[config.mk]
export PLATFORM = sky130hd
export DESIGN_NAME = regfile_writeback
export DESIGN_NICKNAME = d
export VERILOG_FILES = /design/src/rtl/regfile_writeback.sv
export SDC_FILE = /design/constraint.sdc
export NUM_CORES = 1
export LEC_CHECK = 0
export ABC_AREA = 0
export CAP_MARGIN = 20
export CORE_MARGIN = 2
export CORE_UTILIZATION = 48
export CTS_CLUSTER_DIAMETER = 150
export DETAILED_ROUTE_END_ITERATION = 8
export HOLD_SLACK_MARGIN = 0.06
export PLACE_DENSITY_LB_ADDON = 0.15
export SETUP_SLACK_MARGIN = 0.15
export SKIP_LAST_GASP = 1
export SYNTH_ARGS = -nofsm -noshare
export SYNTH_HDL_FRONTEND = slang
export SYNTH_SLANG_ARGS = --single-unit
[constraint.sdc]
create_clock -name clk -period 3.1 [get_ports clk]
set_clock_uncertainty 0.1 [all_clocks]
set_input_delay 0.93 -clock clk [delete_from_list [all_inputs] [get_ports clk]]
set_output_delay 0.93 -clock clk [all_outputs]
set_load 0.01 [all_outputs]
[src/rtl/regfile_writeback.sv]
// Register-file write-back arbiter: merges ALU results with FIFO-buffered LSU/MDU results.
// Optional performance counters are built when WB_PERF_EN is defined.
module regfile_writeback #(
  parameter int unsigned XLEN  = 32,
  parameter int unsigned DEPTH = 4
) (
  input  logic            clk,
  input  logic            rst_n,
  input  logic            ALU_valid,
  input  logic [4:0]      ALU_rd,
  input  logic [XLEN-1:0] ALU_data,
  output logic            ALU_stall,
  input  logic            LSU_valid,
  output logic            LSU_ready,
  input  logic [4:0]      LSU_rd,
  input  logic [XLEN-1:0] LSU_data,
  output logic            REGS_wen,
  output logic [4:0]      REGS_wraddr,
  output logic [XLEN-1:0] REGS_wrdata,
  output logic [31:0]     WB_busy,
  output logic [31:0]     PERF_wrcnt,
  output logic [31:0]     PERF_stallcnt
);

  localparam int unsigned PW = (DEPTH > 1) ? $clog2(DEPTH) : 1;
  localparam int unsigned CW = PW + 1;

  logic [4:0]      r_fifo_rd   [DEPTH];
  logic [XLEN-1:0] r_fifo_data [DEPTH];
  logic [PW-1:0]   r_wptr;
  logic [PW-1:0]   r_rptr;
  logic [CW-1:0]   r_count;
  logic            r_wen;
  logic [4:0]      r_wraddr;
  logic [XLEN-1:0] r_wrdata;

  logic            w_full;
  logic            w_empty;
  logic            w_push;
  logic            w_pop;
  logic            w_wen_d;
  logic [4:0]      w_addr_d;
  logic [XLEN-1:0] w_data_d;
  logic [CW-1:0]   w_count_d;
  logic [31:0]     w_busy;

  assign w_full    = (r_count == CW'(DEPTH));
  assign w_empty   = (r_count == '0);
  assign LSU_ready = !w_full;
  // Writes to x0 complete the handshake but are never buffered.
  assign w_push    = LSU_valid && !w_full && (LSU_rd != 5'd0);

  always_comb begin
    w_pop     = 1'b0;
    ALU_stall = 1'b0;
    w_wen_d   = 1'b0;
    w_addr_d  = r_wraddr;
    w_data_d  = r_wrdata;
    if (w_full) begin
      w_pop     = 1'b1;
      ALU_stall = ALU_valid;
      w_wen_d   = 1'b1;
      w_addr_d  = r_fifo_rd[r_rptr];
      w_data_d  = r_fifo_data[r_rptr];
    end else if (ALU_valid) begin
      if (ALU_rd != 5'd0) begin
        w_wen_d  = 1'b1;
        w_addr_d = ALU_rd;
        w_data_d = ALU_data;
      end
    end else if (!w_empty) begin
      w_pop    = 1'b1;
      w_wen_d  = 1'b1;
      w_addr_d = r_fifo_rd[r_rptr];
      w_data_d = r_fifo_data[r_rptr];
    end
  end

  assign w_count_d = r_count + CW'(w_push) - CW'(w_pop);

  always_ff @(posedge clk or negedge rst_n) begin
    if (!rst_n) begin
      for (int unsigned i = 0; i < DEPTH; i++) begin
        r_fifo_rd[i]   <= '0;
        r_fifo_data[i] <= '0;
      end
      r_wptr   <= '0;
      r_rptr   <= '0;
      r_count  <= '0;
      r_wen    <= 1'b0;
      r_wraddr <= '0;
      r_wrdata <= '0;
    end else begin
      if (w_push) begin
        r_fifo_rd[r_wptr]   <= LSU_rd;
        r_fifo_data[r_wptr] <= LSU_data;
        r_wptr              <= r_wptr + 1'b1;
      end
      if (w_pop) begin
        r_rptr <= r_rptr + 1'b1;
      end
      r_count  <= w_count_d;
      r_wen    <= w_wen_d;
      r_wraddr <= w_addr_d;
      r_wrdata <= w_data_d;
    end
  end

  // An entry is live when its distance from the read pointer is below the count.
  always_comb begin
    logic [PW-1:0] off;
    w_busy = '0;
    for (int unsigned i = 0; i < DEPTH; i++) begin
      off = PW'(i) - r_rptr;
      if (CW'(off) < r_count) begin
        w_busy[r_fifo_rd[i]] = 1'b1;
      end
    end
    w_busy[0] = 1'b0;
  end

  assign WB_busy     = w_busy;
  assign REGS_wen    = r_wen;
  assign REGS_wraddr = r_wraddr;
  assign REGS_wrdata = r_wrdata;

`ifdef WB_PERF_EN
  logic [31:0] r_wrcnt;
  logic [31:0] r_stallcnt;

  always_ff @(posedge clk or negedge rst_n) begin
    if (!rst_n) begin
      r_wrcnt    <= '0;
      r_stallcnt <= '0;
    end else begin
      if (r_wen) begin
        r_wrcnt <= r_wrcnt + 32'd1;
      end
      if (ALU_valid && ALU_stall) begin
        r_stallcnt <= r_stallcnt + 32'd1;
      end
    end
  end

  assign PERF_wrcnt    = r_wrcnt;
  assign PERF_stallcnt = r_stallcnt;
`else
  assign PERF_wrcnt    = '0;
  assign PERF_stallcnt = '0;
`endif

endmodule

==> results.cfg <==
[status]
status = finished, violations left
failed_checks = setup timing

[critical_path]
r2r-start = r_rptr[0]$_DFFE_PN0N_
reg2reg_slack_ns = 0.86
crit_end = WB_busy[1]
crit_slowest_cell = dfrtp_2
slowest_delay_ns = 0.43
cp_data_arrival_time_ns = 2.45
path_cells = xor2_2 > inv_2 > ha_4 > a21oi_4 > o21ai_4 > buf_4 > nor4b_4 > a211o_1 > buf_2
cp-end-kind = output port
crit_path_max_fanout = 4
cp_num_buf_inv = 3
crit_type = flop to output port
cp-start-kind = flop
required_ns = 2.07
r2r_end = REGS_wrdata[14]$_DFFE_PN0P_
cp_top_family = compound AO/OA/AOI/OAI gates
worstSetupStartpoint = r_rptr[0]$_DFFE_PN0N_
rr_worst_depth = 5
crit_cells = 9

[final_layout]
design_area_um2 = 14180
nets = 1147
fin_cells = 1356
antenna_cells = 0
syn2layout_area_growth_pct = 29.92
drive_gt1_frac = 0.3968

[global_route]
grt_usage = 0.2361
grt_pass1_vias = 7838
grt_start_max_net_pins = 63
grt_overflow_total = 0
grt_first_pass_wirelength_um = 44070
antenna_found_initial = 0

[drt]
dr.pass1.iters = 5
vias = 7432
antenna_left = 0
wl_per_cell_um = 20.18
via_per_inst = 5.481
first_iter_violations = 379
routed_wl_um = 27360
drcViolationCount = 0

[synthesis]
ys_ff_latch = 193
synthTopCellsByArea = dfrtp_1 (44%), mux2_4 (17%), mux4_2 (7.6%), buf_4 (4.5%), mux2i_1 (3.4%)
ys.flop_type = dfrtp_1
synthArstFlopShare = 1.000
synth_cells = 833
syn-cell-area_um2 = 10910
synth.avg_cell_area_um2 = 13.10
netlist.area_leader.share = 0.4426
ys_seq_area_frac = 0.4426
yosysWarnings = 0
yosysTopAreaCell = dfrtp_1
synth_edf_count = 0
ys_types = 55

[clocking]
clk_latency_ns = 0.43
cts.clk_slew.worst_paths_ns = 0.08
root_buffer = clkbuf_16
cts_max_level = 4
cts_tree = built
cts_hold_buf = 0
cts_max_path_buffers = 2
cts_sinks = 193
cts_made_buffers = 17

[power_and_ir_drop]
power_density_nw_per_um2 = 1162
ir_worst_vdd_mv = 0.5349
p_leak_nw = 6.678

[placed_design]
place_area_um2 = 13170
preCtsSetupSlack_ns = -0.3408
port_buffers = 148
dp_cells = 1308
gp_congestion = 0.9479
hpwlAfterDp_um = 19580

[timing]
min_period_ns = 3.477
setup_tns_ns = -9.338
finalCritPeriodShare = 1.122
setup_slack_ns = -0.3770
max_clock_freq_mhz = 287.6
max_slew_margin = 0.5734
worstMarginPinSlew_ns = 0.6399
setup_viol = 31
rsz0062_at_grt = true
final_hold_viol_count = 0
slew_viol_final = 0

[floorplanning]
num_rows = 55
dieArea_um2 = 23960
num_io_pins = 214
start_util = 0.4849
die_w_um = 154.8
core_um2 = 22500
fp.dieH_um = 154.8

[run]
maxCapViolations = 0

[worst_hold_path]
hp-class = primary input to async pin
[state kept, by name, indices dropped and copies added, names as in the netlist]
signal       cells
REGS_wen         1
r_fifo_rd       20
REGS_wraddr      5
r_wptr           2
r_count          3
r_fifo_data    128
r_rptr           2
REGS_wrdata     32
[Yosys cell counts, drive strengths merged (2+ instances only)]
cell      n
a211o    21
a21oi    40
a221o     3
a22oi     4
and2      2
and3      3
buf      95
clkbuf   20
dfrtp   193
ha       10
inv      11
mux2    148
mux2i    37
mux4     37
nand2    26
nand2b   10
nand3     9
nand3b    3
nor2     59
nor2b     8
nor3     24
nor3b     2
nor4b     3
o211ai    4
o21ai     4
o21bai    3
o221ai    3
o22ai    25
or3       4
or3b      2
or4       3
xnor2     4
xor2      2
[per-layer routing]
metal	vias to the layer above	global-route usage	routed length, um
li1	3361	-	-
met1	3757	0.3182	12060
met2	273	0.3922	13370
met3	41	0.03951	1299
met4	0	0.07628	630
met5	-	0	0
[cell usage in the layout, fill, tap and decap left out, types with 3 or more instances in the layout]
cell and instances:
nand3b_1 3, nand2_1 18, ha_1 7, a22oi_2 3, nand2b_1 9, xnor2_1 4
and3_1 3, inv_8 4, mux2_4 120, a221o_1 3, buf_12 25, nor2_1 56
mux2_2 28, inv_1 8, nor3_1 19, nor2b_1 8, inv_2 3, conb_1 65
a21oi_1 37, buf_2 23, mux2i_1 37, buf_4 71, nand2_8 5, nor3_2 4
buf_6 21, clkbuf_16 17, inv_6 4, mux4_2 37, o22ai_2 12, o22ai_1 11
nand3_1 9, a211o_1 21, or3_1 3, o21ai_0 3, dfrtp_1 191, ha_4 3
clkdlybuf4s50_1 115, o211ai_4 3
[timing repair]
item,4_1_cts,5_1_grt
gates resized for setup,181,19
pin swaps,37,22
setup endpoints to repair,32,31
buffers inserted,14,2
[final cells by class]
type | count | area [um2]
fill | 1729 | 8327
multi-input combinational | 578 | 5791
sequential | 193 | 4832
timing repair buffer | 257 | 2561
clock buffer | 17 | 425.4
tap | 285 | 356.6
clock inverter | 15 | 168.9
inverter | 11 | 41.29
[logic make-up (layout without fill, tap and decap cells)]
logic type / count (synthesis) / count (layout) / share of synthesized area
and+or+nand+nor: 162 / 162 / 0.07935
adders and majority gates: 11 / 11 / 0.01330
other: 1 / 65 / 0.0003437
xor gates and xnor gates: 6 / 6 / 0.004816
buffers and inverters: 126 / 300 / 0.08600
AOI/OAI and AO/OA: 112 / 112 / 0.06926
muxes: 222 / 222 / 0.3043
DFF: 193 / 193 / 0.4426
[how the worst min path moves through the flow]
| stage | from | end | slack, ns |
|---|---|---|---|
| 2_1_floorplan | r_fifo_data[32]$_DFFE_PN0P_ | r_fifo_data[32]$_DFFE_PN0P_ | 0.37 |
| 3_3_place_gp | r_fifo_data[36]$_DFFE_PN0P_ | r_fifo_data[36]$_DFFE_PN0P_ | 0.38 |
| 3_5_place_dp | r_fifo_data[54]$_DFFE_PN0P_ | r_fifo_data[54]$_DFFE_PN0P_ | 0.39 |
| 4_1_cts | rst_n | r_fifo_data[88]$_DFFE_PN0P_ | 0.34 |
| 5_1_grt | rst_n | REGS_wrdata[23]$_DFFE_PN0P_ | 0.35 |
| 6_report | rst_n | REGS_wrdata[23]$_DFFE_PN0P_ | 0.34 |
[metrics by stage]
step / hold slack (ns) / power [mW] / util
after floorplan: 0.3738 / 10.23 / -
after global placement: 0.3824 / 13.33 / 0.5854
after detailed placement: 0.3870 / 13.44 / 0.5854
after CTS: 0.3396 / 16.32 / 0.6244
after global routing: 0.3500 / 17.44 / 0.6300
final: 0.3376 / 16.48 / 0.6300
[power breakdown]
group | total, mW | leakage [nW] | switching (mW) | internal (mW)
Clock | 2.21 | 0.292 | 1.06 | 1.15
Combinational | 9.52 | 4.11 | 4.12 | 5.39
Sequential | 4.75 | 2.28 | 0.914 | 3.84
Total | 16.5 | 6.68 | 6.10 | 10.4
Power figures use the tool's default switching activity.
